File: src/rtl/key_scan_ctrl.sv
// 4x4 active-low key matrix scanner with press/release debounce.
// One row is driven low per row period; a debounced key is reported as row*4+col+1.
module key_scan_ctrl #(
    parameter int SCAN_DIV = 50000,
    parameter int DEB_CNT  = 10
) (
    input  logic       HCLK,
    input  logic       HRESET,
    input  logic [3:0] COL,
    output logic [3:0] ROW,
    output logic [4:0] key_code,
    output logic       key_valid,
    output logic       key_held
);

    typedef enum logic [1:0] {
        ST_SCAN = 2'd0,
        ST_PDEB = 2'd1,
        ST_HOLD = 2'd2,
        ST_RDEB = 2'd3
    } state_t;

    localparam logic [19:0] DIV_MAX = 20'(SCAN_DIV - 1);
    localparam logic [7:0]  DEB_LIM = 8'(DEB_CNT);

    // Lowest-numbered low column of a latched pattern wins.
    function automatic logic [1:0] low_col(input logic [3:0] pat);
        logic [1:0] idx;
        if (!pat[0]) begin
            idx = 2'd0;
        end else if (!pat[1]) begin
            idx = 2'd1;
        end else if (!pat[2]) begin
            idx = 2'd2;
        end else begin
            idx = 2'd3;
        end
        return idx;
    endfunction

    function automatic logic [1:0] row_index(input logic [3:0] row);
        logic [1:0] idx;
        case (row)
            4'b1110: idx = 2'd0;
            4'b1101: idx = 2'd1;
            4'b1011: idx = 2'd2;
            4'b0111: idx = 2'd3;
            default: idx = 2'd0;
        endcase
        return idx;
    endfunction

    logic [3:0]  col_meta_r;
    logic [3:0]  col_sync_r;
    logic [19:0] div_cnt_r;
    logic        tick_s;
    state_t      state_r,     state_nxt_s;
    logic [3:0]  row_r,       row_nxt_s;
    logic [7:0]  deb_cnt_r,   deb_cnt_nxt_s;
    logic [7:0]  deb_inc_s;
    logic [3:0]  pat_r,       pat_nxt_s;
    logic [1:0]  ridx_r,      ridx_nxt_s;
    logic [4:0]  key_code_r,  key_code_nxt_s;
    logic        key_valid_r, key_valid_nxt_s;
    logic        key_held_r,  key_held_nxt_s;

    assign tick_s    = (div_cnt_r == DIV_MAX);
    assign deb_inc_s = deb_cnt_r + 8'd1;

    // Two-flop synchronizer for the asynchronous column inputs.
    always_ff @(posedge HCLK) begin
        if (HRESET) begin
            col_meta_r <= 4'hF;
            col_sync_r <= 4'hF;
        end else begin
            col_meta_r <= COL;
            col_sync_r <= col_meta_r;
        end
    end

    // Row period divider.
    always_ff @(posedge HCLK) begin
        if (HRESET) begin
            div_cnt_r <= 20'd0;
        end else if (tick_s) begin
            div_cnt_r <= 20'd0;
        end else begin
            div_cnt_r <= div_cnt_r + 20'd1;
        end
    end

    // Next-state and output decode; decisions are only taken on a tick.
    always_comb begin
        state_nxt_s     = state_r;
        row_nxt_s       = row_r;
        deb_cnt_nxt_s   = deb_cnt_r;
        pat_nxt_s       = pat_r;
        ridx_nxt_s      = ridx_r;
        key_code_nxt_s  = key_code_r;
        key_valid_nxt_s = 1'b0;
        key_held_nxt_s  = key_held_r;
        if (tick_s) begin
            case (state_r)
                ST_SCAN: begin
                    if (col_sync_r == 4'hF) begin
                        row_nxt_s = {row_r[2:0], row_r[3]};
                    end else begin
                        pat_nxt_s     = col_sync_r;
                        ridx_nxt_s    = row_index(row_r);
                        deb_cnt_nxt_s = 8'd0;
                        state_nxt_s   = ST_PDEB;
                    end
                end
                ST_PDEB: begin
                    if (col_sync_r == pat_r) begin
                        deb_cnt_nxt_s = deb_inc_s;
                        if (deb_inc_s == DEB_LIM) begin
                            state_nxt_s     = ST_HOLD;
                            key_code_nxt_s  = {1'b0, ridx_r, low_col(pat_r)} + 5'd1;
                            key_valid_nxt_s = 1'b1;
                            key_held_nxt_s  = 1'b1;
                        end else begin
                            state_nxt_s = ST_PDEB;
                        end
                    end else begin
                        state_nxt_s = ST_SCAN;
                        row_nxt_s   = {row_r[2:0], row_r[3]};
                    end
                end
                ST_HOLD: begin
                    if (col_sync_r == 4'hF) begin
                        deb_cnt_nxt_s = 8'd0;
                        state_nxt_s   = ST_RDEB;
                    end else begin
                        state_nxt_s = ST_HOLD;
                    end
                end
                ST_RDEB: begin
                    if (col_sync_r == 4'hF) begin
                        deb_cnt_nxt_s = deb_inc_s;
                        if (deb_inc_s == DEB_LIM) begin
                            state_nxt_s    = ST_SCAN;
                            key_code_nxt_s = 5'd0;
                            key_held_nxt_s = 1'b0;
                            row_nxt_s      = {row_r[2:0], row_r[3]};
                        end else begin
                            state_nxt_s = ST_RDEB;
                        end
                    end else begin
                        state_nxt_s = ST_HOLD;
                    end
                end
                default: begin
                    state_nxt_s    = ST_SCAN;
                    row_nxt_s      = 4'b1110;
                    deb_cnt_nxt_s  = 8'd0;
                    key_code_nxt_s = 5'd0;
                    key_held_nxt_s = 1'b0;
                end
            endcase
        end else begin
            state_nxt_s = state_r;
        end
    end

    // FSM state and registered outputs.
    always_ff @(posedge HCLK) begin
        if (HRESET) begin
            state_r     <= ST_SCAN;
            row_r       <= 4'b1110;
            deb_cnt_r   <= 8'd0;
            pat_r       <= 4'hF;
            ridx_r      <= 2'd0;
            key_code_r  <= 5'd0;
            key_valid_r <= 1'b0;
            key_held_r  <= 1'b0;
        end else begin
            state_r     <= state_nxt_s;
            row_r       <= row_nxt_s;
            deb_cnt_r   <= deb_cnt_nxt_s;
            pat_r       <= pat_nxt_s;
            ridx_r      <= ridx_nxt_s;
            key_code_r  <= key_code_nxt_s;
            key_valid_r <= key_valid_nxt_s;
            key_held_r  <= key_held_nxt_s;
        end
    end

    assign ROW       = row_r;
    assign key_code  = key_code_r;
    assign key_valid = key_valid_r;
    assign key_held  = key_held_r;

endmodule

File: config.mk
export PLATFORM = sky130hd
export DESIGN_NAME = key_scan_ctrl
export DESIGN_NICKNAME = d
export VERILOG_FILES = /design/src/rtl/key_scan_ctrl.sv
export SDC_FILE = /design/constraint.sdc
export NUM_CORES = 1
export LEC_CHECK = 0
export BUFFER_PORTS_ARGS = -buffer_cell sky130_fd_sc_hd__buf_4
export CORE_MARGIN = 2
export CORE_UTILIZATION = 59
export CTS_CLUSTER_SIZE = 8
export DETAILED_ROUTE_END_ITERATION = 8
export PLACE_DENSITY = 0.78
export RECOVER_POWER = 25
export SLEW_MARGIN = 20
export SYNTH_ARGS = -nofsm -noshare
export SYNTH_HDL_FRONTEND = slang
export SYNTH_SLANG_ARGS = --single-unit
File: constraint.sdc
create_clock -name HCLK -period 3.22 [get_ports HCLK]
set_clock_uncertainty 0.15 [all_clocks]
set_input_delay 0.161 -clock HCLK [delete_from_list [all_inputs] [get_ports HCLK]]
set_output_delay 0.161 -clock HCLK [all_outputs]
set_load 0.05 [all_outputs]
# Word level (Yosys, flattened, before mapping)
# Index checks and enable logic that the tools add are counted.
[classes]
muxes = 36
bitwise = 4
n_addsub = 3
eq_ne = 18
n_reduce_logical = 10
[op_table]
columns = ["operator", "count"]
rows = [
  ["$mux 8", 4],
  ["$pmux 8 s4", 1],
  ["$mux 2", 11],
  ["$add 20x1->20 const B", 1],
  ["$eq 20x16->1 const B", 1],
  ["$mux 5", 4],
  ["$mux 4", 4],
  ["$ne 2x2->1 const B", 8],
  ["$eq 4x4->1 const B", 3],
  ["$pmux 4 s3", 1],
  ["$reduce_and 6->1", 2],
  ["$pmux 5 s2", 1],
  ["$add 8x1->8 const B", 1],
  ["$eq 8x4->1 const B", 1],
  ["$pmux 2 s4", 1],
  ["$mux 1", 7],
  ["$pmux 2 s3", 1],
  ["$add 4x1->5 const B", 1],
  ["$reduce_and 5->1", 1],
  ["$eq 2x2->1 const B", 2],
  ["$eq 4x3->1 const B", 1],
  ["$eq 4x4->1", 1],
  ["$not 1->1", 4],
  ["$reduce_or 4->1", 1],
  ["8 further kinds", 8],
]
[totals]
out_inout_bits = 11
wordCells = 82
in_bits = 6
ff_bits = 55

# Logic depth before layout (Yosys ltp)
# Gate-level depths: netlist of the first run.
[logic_depth]
ltp_word = 11
mapped_depth = 9
mapped_depth_nobuf = 7

# Least setup slack after synthesis of the first run
# OpenSTA, ideal clock, no wires.
[synth_path]
path_type = "reg-to-reg"
startpoint = "reg deb_cnt_r[0]"
endpoint = "reg key_code_r[0] (netlist: key_code[0])"
path_stages_with_launch = 9
t_required_ns = 3.000
setup_time_ns = 0.070
arrival_time_ns = 2.396
n_path_buf = 1
period_less_slack_ns = 2.617
setup_slack_ns = 0.603
path_cell_list = "dfxtp_1 ha_1 and3_1 a311oi_1 a31oi_1 or4_1 buf_2 or4_1 a21oi_1"
[synth_via]
elab_chain_len = 4
elab_cells_between_ends = 5
cone_classes = "add/sub (1); eq/ne (3); reduce/logical (1)"
[synth_rtl]
columns = ["item", "line_no", "rtl"]
rows = [
  ["from (decl)", "59", "logic [7:0] deb_cnt_r, deb_cnt_nxt_s;"],
  ["from (signal assigned)", "180", "deb_cnt_r <= deb_cnt_nxt_s;"],
  ["$add 8x1->8 (*)", "68", "assign deb_inc_s = deb_cnt_r + 8'd1;"],
  ["$eq 8x4->1 (*)", "117, 141", ""],
  ["$ne 2x2->1 (no source line)", "-", ""],
  ["$reduce_and 6->1 (no source line) (*)", "-", ""],
  ["to (signal assigned)", "183", "key_code_r <= key_code_nxt_s;"],
  ["to (decl)", "63", "logic [4:0] key_code_r, key_code_nxt_s;"],
]
# Mark *: on every way between the ends. The rest lies on a longest branch, timed or not.
# A chain may end at the register's enable or synchronous reset.

# Worst setup path in the final report of the first run
[layout_path]
startpoint = "reg deb_cnt_r[0]"
endpoint = "reg row_r[1] (netlist: ROW[1])"
[layout_via]
elab_chain_len = 4
[layout_rtl]
columns = ["item", "line_no", "rtl"]
rows = [
  ["$add 8x1->8", "68", ""],
  ["$eq 8x4->1", "141", "if (deb_inc_s == DEB_LIM) begin"],
  ["$ne 2x2->1 (no source line)", "-", ""],
  ["$reduce_and 6->1 (no source line)", "-", ""],
  ["to (signal assigned)", "179", "row_r <= row_nxt_s;"],
  ["to (decl)", "58", "logic [3:0] row_r, row_nxt_s;"],
]
# Every way passes these cells.

==> flow_summary_export.csv, run 1 <==
group,metric,value,unit
run_status,status,"finished clean",
placement,port_buffers,16,
pwr,p_leak,0.9868,nW
setup_path,critPathMaxStageDelay,0.70,ns
global_routing,grt_usage,0.2120,
setup_path,cp_max_fo,10,
logic_synthesis,syn-num-nets,304,
logic_synthesis,syn-cell-area,2581,µm²
detailed_routing,first_pass_iters,4,
logic_synthesis,synth_flop_cell,"dfxtp_1",
timing,post-route-period-util,0.8971,
detailed_routing,drt_iter0_drc,143,
timing,relSlewSlack,0.5058,
detailed_routing,vias,2045,
setup_path,crit_buf_inv,0,
clock_tree,clk_pin_slew,0.10,ns
clock_tree,h-tree-depth,2,
clock_tree,clk_latency,0.31,ns
die,dieArea,4920,µm²
global_routing,antenna_found_initial,0,
setup_path,reg2reg_from,"deb_cnt_r[0]",
logic_synthesis,synth_edf_count,0,
placement,dp_hpwl,3.351,mm
detailed_routing,drt_wl_total,4.929,mm
worst_hold_path,hp-class,"input port to flip-flop",
timing,setup_violations,0,
cells_and_area,n_fill_cell,372,
setup_path,ff2ff_setup_slack,0.33,ns
clock_tree,cts-buffers-inserted,5,
die,coreArea,4294,µm²
pwr,p_per_area,397.0,nW/µm²
detailed_routing,drc,0,
logic_synthesis,yosys_warnings,0,
logic_synthesis,syn_inst,294,
global_routing,grt_max_degree,41,
cells_and_area,fin_nets,322,
placement,gp_congestion,0.7412,
setup_path,worstPathRequired,3.31,ns
setup_path,cp.arrival,2.98,ns
global_routing,grt_overflow_total,0,
cells_and_area,drive_gt1_frac,0.1246,
die,die_w,70.15,µm
logic_synthesis,async_flop_share,0,
logic_synthesis,ys_ff_latch,55,
clock_tree,root_buffer,"clkbuf_8",
timing,hold_violations,0,
timing,drv_slew,0,
worst_hold_path,min_delay_path_depth,2,
clock_tree,cts_tree,"built",
timing,setup_tns,0,ns
setup_path,crit_slowest_cell,"or4_1",
timing,whs,0.1140,ns
cells_and_area,utilization,0.6623,
detailed_routing,ant_nets,0,
pwr,ir_drop,0.0003744,V
timing,grt_setup_unrepaired,"false",
timing,timing.fmax,0.3462,GHz
setup_path,r2r_cells,7,
setup_path,r2r-end,"ROW[1]",
logic_synthesis,seq_area_frac_synth,0.4266,
cells_and_area,syn_to_final_growth,10.18,%
clock_tree,cts_sinks,55,
detailed_routing,wl_per_cell,13.50,µm
die,io_pins,17,
setup_path,cp-start-kind,"flip-flop",
worst_hold_path,holdCritStartpoint,"HRESET",
cells_and_area,antenna_cells,0,
setup_path,crit_type,"flip-flop to flip-flop",
detailed_routing,viasPerCell,5.603,
setup_path,end_kind,"flip-flop",
setup_path,cp_num_cells,7,
global_routing,grt_pass1_wl,8.535,mm
timing,fin_crit,2.889,ns
setup_path,cpLargestDelayFamily,"simple AND/OR/NAND/NOR gates",
die,initial_core_util,0.6011,
logic_synthesis,synth_cell_types,46,
logic_synthesis,avgSynthCellArea,8.780,µm²
timing,tightest_slew,0.7345,ns
setup_path,crit_chain,"ha_1 > and3_1 > a311oi_1 > a31oi_1 > or4_1 > o21ai_1 > mux2i_1",
run,maxCapViolations,0,
global_routing,grt_pass1_vias,1989,
die,die_h,70.15,µm
worst_hold_path,hold_end,"deb_cnt_r[0]",
clock_tree,cts_setup_buffers,0,
clock_tree,clockBufferDepth,2,
die,rows,24,
## registers in the layout (all words and copies together), names as in the netlist
name,cells
state_r,2
div_cnt_r,20
pat_r,4
key_code,5
col_meta_r,4
ROW,4
ridx_r,2
col_sync_r,4
deb_cnt_r,8
key_held,1
key_valid,1
## cell usage after synthesis, types with 2 or more instances
cell type | count | area share
nand3_1 | 13 | 0.025
a21oi_1 | 19 | 0.037
a211o_1 | 3 | 0.010
mux2_2 | 2 | 0.0087
nor2b_1 | 6 | 0.015
and3_1 | 4 | 0.0097
o211ai_1 | 2 | 0.0058
buf_2 | 4 | 0.0078
a21boi_0 | 2 | 0.0058
and4_1 | 3 | 0.010
nor2_1 | 30 | 0.044
clkbuf_1 | 9 | 0.013
nand2b_1 | 6 | 0.015
nor3_1 | 5 | 0.0097
ha_1 | 4 | 0.019
inv_1 | 8 | 0.012
nand3b_1 | 3 | 0.0087
xor2_1 | 17 | 0.058
nor3b_1 | 2 | 0.0058
o21ai_0 | 15 | 0.029
or3_1 | 3 | 0.0073
and2_1 | 4 | 0.0097
nand4b_1 | 3 | 0.010
mux2i_1 | 5 | 0.019
or4_1 | 3 | 0.0087
dfxtp_1 | 55 | 0.43
xnor2_1 | 9 | 0.031
a31oi_1 | 4 | 0.0097
nand4_1 | 11 | 0.027
or2_2 | 11 | 0.027
nand2_1 | 14 | 0.020
## metal layers
layer | part of all wire | GRT usage
met1 | 0.48 | 0.2649
met2 | 0.48 | 0.3630
met3 | 0.028 | 0.03896
met4 | 0.0095 | 0.08120
met5 | 0 | 0
## metrics by stage
stage / setup WS (ns) / instances / area, µm² / power [mW]
6_report: 0.3313 / 365 / 2844 / 1.129
5_1_grt: 0.1225 / 365 / 2844 / 1.168
4_1_cts: 0.3212 / 365 / 2874 / 1.139
3_5_place_dp: 0.3305 / 353 / 2743 / 0.7557
3_3_place_gp: 0.4739 / 353 / 2743 / 0.7542
2_1_floorplan: 0.6033 / 294 / 2581 / 0.7411
## where the power goes
group | leakage (nW) | internal [mW] | switching [mW]
Combinational | 0.493 | 0.0225 | 0.0296
Sequential | 0.446 | 0.688 | 0.00510
Clock | 0.0485 | 0.156 | 0.228
Total | 0.987 | 0.866 | 0.263
## layout make-up
| class | instances | area (µm²) | area share |
|---|---|---|---|
| clock inverters | 3 | 22.52 | 0.007919 |
| multi-input cells | 217 | 1393 | 0.4897 |
| clock buffers | 5 | 68.82 | 0.02420 |
| well taps | 52 | 65.06 | 0.02288 |
| flip-flops and latches | 55 | 1101 | 0.3872 |
| repair buffers | 24 | 160.2 | 0.05631 |
| inverters | 9 | 33.78 | 0.01188 |
## worst register-to-register path, stage by stage (launching register included)
cell,delay [ns]
dfxtp_1,0.38
ha_1,0.27
and3_1,0.24
a311oi_1,0.29
a31oi_1,0.11
or4_1,0.70
o21ai_1,0.45
mux2i_1,0.24
## cell families after synthesis
group / count (synthesis) / share of synthesized area
adders and majority gates: 4 / 0.01939
buffers and inverters: 22 / 0.03393
xor gates and xnor gates: 26 / 0.08822
and+or+nand+nor: 131 / 0.2942
DFF: 55 / 0.4266
muxes: 7 / 0.02811
AOI/OAI and AO/OA: 49 / 0.1095
## repair_timing
action,in CTS,in global routing
setup endpoints to repair,0,0
hold buffers,4,0
gates resized for setup,0,0
hold endpoints to repair,4,0
## worst max-delay path by stage
stage / start / to
CTS: deb_cnt_r[0] / ROW[1]
finish: deb_cnt_r[0] / ROW[1]
global route: deb_cnt_r[0] / ROW[1]
detailed placement: deb_cnt_r[0] / ROW[1]
global placement: deb_cnt_r[0] / ROW[0]
floorplan: deb_cnt_r[0] / key_code[0]
## placed cells by master (no fill, tap or decap), types with 5 or more instances in the layout
cell type / count
nor2b_1: 6
inv_1: 8
xor2_1: 17
nand2_1: 14
nand2b_1: 6
nor3_1: 5
mux2i_1: 5
a21oi_1: 19
xnor2_1: 9
or2_2: 11
clkbuf_1: 8
dfxtp_1: 55
nand4_1: 11
buf_4: 8
clkbuf_8: 5
o21ai_0: 15
nand3_1: 13
nor2_1: 30
Power figures use the tool's default switching activity.
==> run 2, diff against run 1 <==
--- a/config.mk
+++ b/config.mk
@@ -7,10 +7,11 @@
 export LEC_CHECK = 0
 export BUFFER_PORTS_ARGS = -buffer_cell sky130_fd_sc_hd__buf_4
 export CORE_MARGIN = 2
-export CORE_UTILIZATION = 59
+export CORE_UTILIZATION = 62
+export CTS_BUF_LIST = sky130_fd_sc_hd__clkbuf_2
 export CTS_CLUSTER_SIZE = 8
 export DETAILED_ROUTE_END_ITERATION = 8
-export PLACE_DENSITY = 0.78
+export PLACE_DENSITY = 0.81
 export RECOVER_POWER = 25
 export SLEW_MARGIN = 20
 export SYNTH_ARGS = -nofsm -noshare
==> flow_summary_export.csv, run 2 (same netlist as run 1, synthesis figures left out) <==
group,metric,value,unit
setup_path,end_kind,"flip-flop",
die,initial_core_util,0.6453,
detailed_routing,drt_wl_total,4.580,mm
pwr,ir_drop,0.0003549,V
die,rows,23,
clock_tree,cts-buffers-inserted,5,
cells_and_area,mostFrequentLayoutCells,"dfxtp_1 (55), nor2_1 (30), a21oi_1 (19), xor2_1 (17), o21ai_0 (15)",
worst_hold_path,min_delay_path_depth,3,
cells_and_area,top_register,"div_cnt_r",
timing,setup_tns,0,ns
die,dieArea,4696,µm²
timing,grt_setup_unrepaired,"false",
pwr,p_int,0.7780,mW
detailed_routing,drc,0,
pwr,p_leak,0.9747,nW
detailed_routing,wl_met1,2.284,mm
pwr,switchingPower,0.2611,mW
setup_path,crit_chain,"ha_1 > and3_1 > a311oi_1 > a31oi_1 > or4_1 > o21ai_1 > mux2i_1",
detailed_routing,ant_nets,0,
clock_tree,clockBufferDepth,2,
pwr,sw_frac_of_total,0.2513,
detailed_routing,viasPerCell,5.657,
timing,tightest_slew,1.537,ns
cells_and_area,multi_input_area,1393,µm²
cells_and_area,fin_nets,323,
clock_tree,clk_pin_slew,0.29,ns
setup_path,r2r-end,"ROW[3]",
cells_and_area,seqCellArea,1101,µm²
cells_and_area,drive_gt1_frac,0.1210,
run_status,violations,"max-capacitance violations, max-slew violations",
run_status,status,"complete, but fails checks",
global_routing,grt_max_degree,41,
clock_tree,cts_hold_buffers,5,
pwr,clockPowerShare,0.280,
setup_path,critPathMaxStageDelay,0.69,ns
global_routing,grt_pass1_wl,7.941,mm
worst_hold_path,hp-class,"input port to flip-flop",
global_routing,grt_overflow_total,0,
cells_and_area,antenna_cells,0,
setup_path,cp-start-kind,"flip-flop",
clock_tree,clk_latency,0.45,ns
detailed_routing,first_pass_iters,4,
clock_tree,cts_sinks,55,
clock_tree,cts_setup_buffers,0,
cells_and_area,n_fill_cell,325,
placement,gp_congestion,0.7905,
clock_tree,h-tree-depth,2,
timing,hold_violations,0,
timing,post-route-period-util,0.8997,
cells_and_area,syn_to_final_growth,8.871,%
detailed_routing,wl_per_cell,12.58,µm
setup_path,crit_type,"flip-flop to flip-flop",
timing,setup_violations,0,
timing,drv_slew,41,
setup_path,r2r_cells,7,
detailed_routing,vias,2059,
die,coreArea,4000,µm²
timing,fin_crit,2.897,ns
placement,dp_hpwl,3.221,mm
pwr,combPwrFrac,0.050,
global_routing,antenna_found_initial,0,
clock_tree,cts_tree,"built",
pwr,p_seq_frac,0.670,
pwr,p_per_area,369.7,nW/µm²
die,die_w,68.53,µm
setup_path,worstPathRequired,3.48,ns
setup_path,reg2reg_from,"deb_cnt_r[0]",
run,maxCapViolations,1,
clock_tree,ctsResizeCount,0,
cells_and_area,largest_register_ffs,20,
clock_tree,root_buffer,"clkbuf_2",
worst_hold_path,holdCritStartpoint,"COL[1]",
global_routing,grt_usage,0.2215,
worst_hold_path,hold_end,"col_meta_r[1]",
timing,relSlewSlack,-0.02454,
timing,timing.fmax,0.3452,GHz
detailed_routing,met3_length,126,µm
placement,port_buffers,16,
detailed_routing,drt_iter0_drc,117,
cells_and_area,final_common_cell,"dfxtp_1",
setup_path,cp.arrival,3.15,ns
die,io_pins,17,
setup_path,ff2ff_setup_slack,0.32,ns
die,die_h,68.53,µm
pwr,power,1.039,mW
global_routing,grt_pass1_vias,1839,
detailed_routing,wl_met2,2.119,mm
setup_path,crit_slowest_cell,"or4_1",
detailed_routing,maxUsedRoutingLayer,"met4",
setup_path,cp_max_fo,10,
==> run 2: worst max-delay path by stage <==
stage | depth (start not counted) | slack (ns) | startpoint | endpoint
after CTS | 7 | 0.34 | deb_cnt_r[0] | ROW[3]
after floorplan | 8 | 0.60 | deb_cnt_r[0] | key_code[0]
after global routing | 7 | 0.12 | deb_cnt_r[0] | ROW[1]
after global placement | 7 | 0.45 | deb_cnt_r[0] | ROW[3]
final | 7 | 0.32 | deb_cnt_r[0] | ROW[3]
after detailed placement | 7 | 0.39 | deb_cnt_r[0] | ROW[1]
==> run 2: per-stage QoR <==
stage	util	instances	instance area, µm²	hold slack [ns]	setup WS [ns]
3_5_place_dp	0.6850	351	2740	0.1983	0.3865
5_1_grt	0.7025	364	2810	0.2159	0.1202
3_3_place_gp	0.6850	351	2740	0.1950	0.4484
6_report	0.7025	364	2810	0.2522	0.3231
4_1_cts	0.7110	364	2844	0.2402	0.3385
2_1_floorplan	-	294	2581	0.1148	0.6033
==> run 2: area by class of cell <==
type                            count  share of cell area
Clock buffer                        5            0.008905
Tap cell                           50             0.02226
Inverter                            9             0.01202
Clock inverter                      3             0.01024
Multi-Input combinational cell    217              0.4955
Sequential cell                    55              0.3918
Timing Repair Buffer               25             0.05922
==> run 2: power groups by stage <==
stage / Sequential (mW) / Clock (mW) / Combinational [mW]
finish: 0.696 / 0.291 / 0.0517
global route: 0.699 / 0.331 / 0.0585
CTS: 0.697 / 0.301 / 0.0522
detailed placement: 0.708 / 0 / 0.0474
global placement: 0.708 / 0 / 0.0464
floorplan: 0.707 / 0 / 0.0341
==> run 2: routing by layer <==
metal  up-vias  global-route usage
met3         5             0.04383
met5         -                   0
met4         0             0.06250
met2        21              0.3714
li1       1074                   -
met1       959              0.2888
==> run 2: critical path, delay by kind of cell (launching register included) <==
family | cells | cell delay, ns
multiplexers | 1 | 0.23
AND/OR/NAND/NOR | 2 | 0.94
AO/OA/AOI/OAI | 3 | 0.82
flip-flops | 1 | 0.43
adder cells (fa/ha/maj) | 1 | 0.28
==> run 3, diff against run 2 <==
==> constraint.sdc (replaced) <==
create_clock -name HCLK -period 3.15 [get_ports HCLK]
set_clock_uncertainty 0.15 [all_clocks]
set_input_delay 0.1575 -clock HCLK [delete_from_list [all_inputs] [get_ports HCLK]]
set_output_delay 0.1575 -clock HCLK [all_outputs]
set_load 0.05 [all_outputs]
==> flow_summary_export.csv, run 3 (same netlist as run 1, synthesis figures left out) <==
group,metric,value,unit
run_status,status,"complete, but fails checks",
run_status,violations,"max-capacitance violations, max-slew violations",
pwr,clockPowerShare,0.256,
die,io_pins,17,
detailed_routing,vias,2040,
timing,post-route-period-util,0.9083,
clock_tree,cts-buffers-inserted,5,
global_routing,grt_max_degree,41,
pwr,p_int,0.7873,mW
detailed_routing,viasPerCell,5.604,
global_routing,antenna_found_initial,0,
timing,setup_tns,0,ns
die,dieArea,4696,µm²
timing,setup_violations,0,
clock_tree,clk_latency,0.43,ns
pwr,p_per_area,367.1,nW/µm²
placement,dp_hpwl,3.216,mm
detailed_routing,drc,0,
die,initial_core_util,0.6453,
timing,hold_violations,0,
clock_tree,cts_setup_buffers,0,
die,die_w,68.53,µm
setup_path,end_kind,"flip-flop",
setup_path,cp.arrival,3.09,ns
clock_tree,root_buffer,"clkbuf_2",
pwr,p_leak,0.9702,nW
clock_tree,clockBufferDepth,2,
pwr,switchingPower,0.2402,mW
placement,gp_congestion,0.7906,
timing,timing.fmax,0.3495,GHz
cells_and_area,mostFrequentLayoutCells,"dfxtp_1 (55), nor2_1 (30), a21oi_1 (19), xor2_1 (17), o21ai_0 (15)",
clock_tree,h-tree-depth,2,
setup_path,cpLargestDelayFamily,"simple AND/OR/NAND/NOR gates",
setup_path,crit_type,"flip-flop to flip-flop",
cells_and_area,largest_register_ffs,20,
setup_path,critPathMaxStageDelay,0.69,ns
timing,fin_crit,2.861,ns
pwr,p_seq_frac,0.692,
timing,whs,0.2896,ns
cells_and_area,multi_input_area,1393,µm²
cells_and_area,syn_to_final_growth,8.434,%
cells_and_area,fin_nets,323,
cells_and_area,seqCellArea,1101,µm²
setup_path,crit_buf_inv,0,
setup_path,crit_slowest_cell,"or4_1",
cells_and_area,final_common_cell,"dfxtp_1",
global_routing,grt_pass1_vias,1765,
detailed_routing,first_pass_iters,4,
die,die_h,68.53,µm
worst_hold_path,hp-class,"input port to flip-flop",
pwr,sw_frac_of_total,0.2337,
clock_tree,cts_sinks,55,
timing,relSlewSlack,-0.03952,
clock_tree,cts_tree,"built",
setup_path,crit_chain,"ha_1 > and3_1 > a311oi_1 > a31oi_1 > or4_1 > o21ai_1 > mux2i_1",
cells_and_area,n_fill_cell,323,
die,rows,23,
timing,tightest_slew,1.559,ns
clock_tree,clk_pin_slew,0.24,ns
die,coreArea,4000,µm²
detailed_routing,ant_nets,0,
global_routing,grt_pass1_wl,7.596,mm
run,maxCapViolations,1,
pwr,combPwrFrac,0.052,
setup_path,ff2ff_setup_slack,0.29,ns
timing,grt_setup_unrepaired,"false",
cells_and_area,top_register,"div_cnt_r",
timing,drv_slew,41,
detailed_routing,drt_iter0_drc,96,
placement,port_buffers,16,
detailed_routing,wl_per_cell,12.57,µm
global_routing,grt_usage,0.2135,
setup_path,worstPathRequired,3.38,ns
cells_and_area,antenna_cells,0,
setup_path,cp_max_fo,10,
cells_and_area,drive_gt1_frac,0.1178,
setup_path,cp-start-kind,"flip-flop",
global_routing,grt_overflow_total,0,
pwr,ir_drop,0.0003675,V
detailed_routing,drt_wl_total,4.574,mm
[run 3: final cells by class]
type	count	area share
repair buffers	25	0.05945
well taps	50	0.02235
multi-input cells	217	0.4975
inverters	9	0.01207
clock buffers	6	0.01073
flip-flops and latches	55	0.3934
clock inverters	2	0.004470
[run 3: final timing paths]
check | cells past startpoint | startpoint | end
worst min register to register | 1 | col_meta_r[3] | col_sync_r[3]
worst max register to register | 7 | deb_cnt_r[0] | ROW[3]
worst max-delay path | 7 | deb_cnt_r[0] | ROW[3]
worst min-delay path | 3 | COL[3] | col_meta_r[3]
[run 3: metrics by stage]
stage	utilization	instances	power [mW]	instance area, µm²	setup WS (ns)
2_1_floorplan	-	294	0.7576	2581	0.5333
3_3_place_gp	0.6850	351	0.7709	2740	0.3784
3_5_place_dp	0.6850	351	0.7722	2740	0.3068
4_1_cts	0.7082	364	1.042	2833	0.2958
5_1_grt	0.6997	364	1.072	2799	0.1088
6_report	0.6997	364	1.028	2799	0.2890
[run 3: repair_timing]
item | CTS | global route
gates resized for setup | 0 | 0
hold buffers | 5 | 0
hold endpoints to repair | 24 | 0
[run 3: layer usage]
metal | global-route usage | wire length (µm) | vias up | part of all wire
li1 | - | - | 1072 | -
met1 | 0.2776 | 2315 | 942 | 0.51
met2 | 0.3546 | 2095 | 22 | 0.46
met3 | 0.04870 | 122 | 4 | 0.027
met4 | 0.06000 | 41 | 0 | 0.0090
met5 | 0 | 0 | - | 0
[run 3: power by group through the flow]
stage	Sequential (mW)	Clock, mW	Combinational, mW
final	0.711	0.263	0.0530
after global routing	0.713	0.300	0.0595
after CTS	0.711	0.277	0.0531
after detailed placement	0.724	0	0.0483
after global placement	0.723	0	0.0474
after floorplan	0.723	0	0.0348
[run 3: tightest hold or removal path, cell delays in order]
cell and delay, ns:
dlygate4sd3_1 0.53, buf_4 0.09, or2_2 0.08
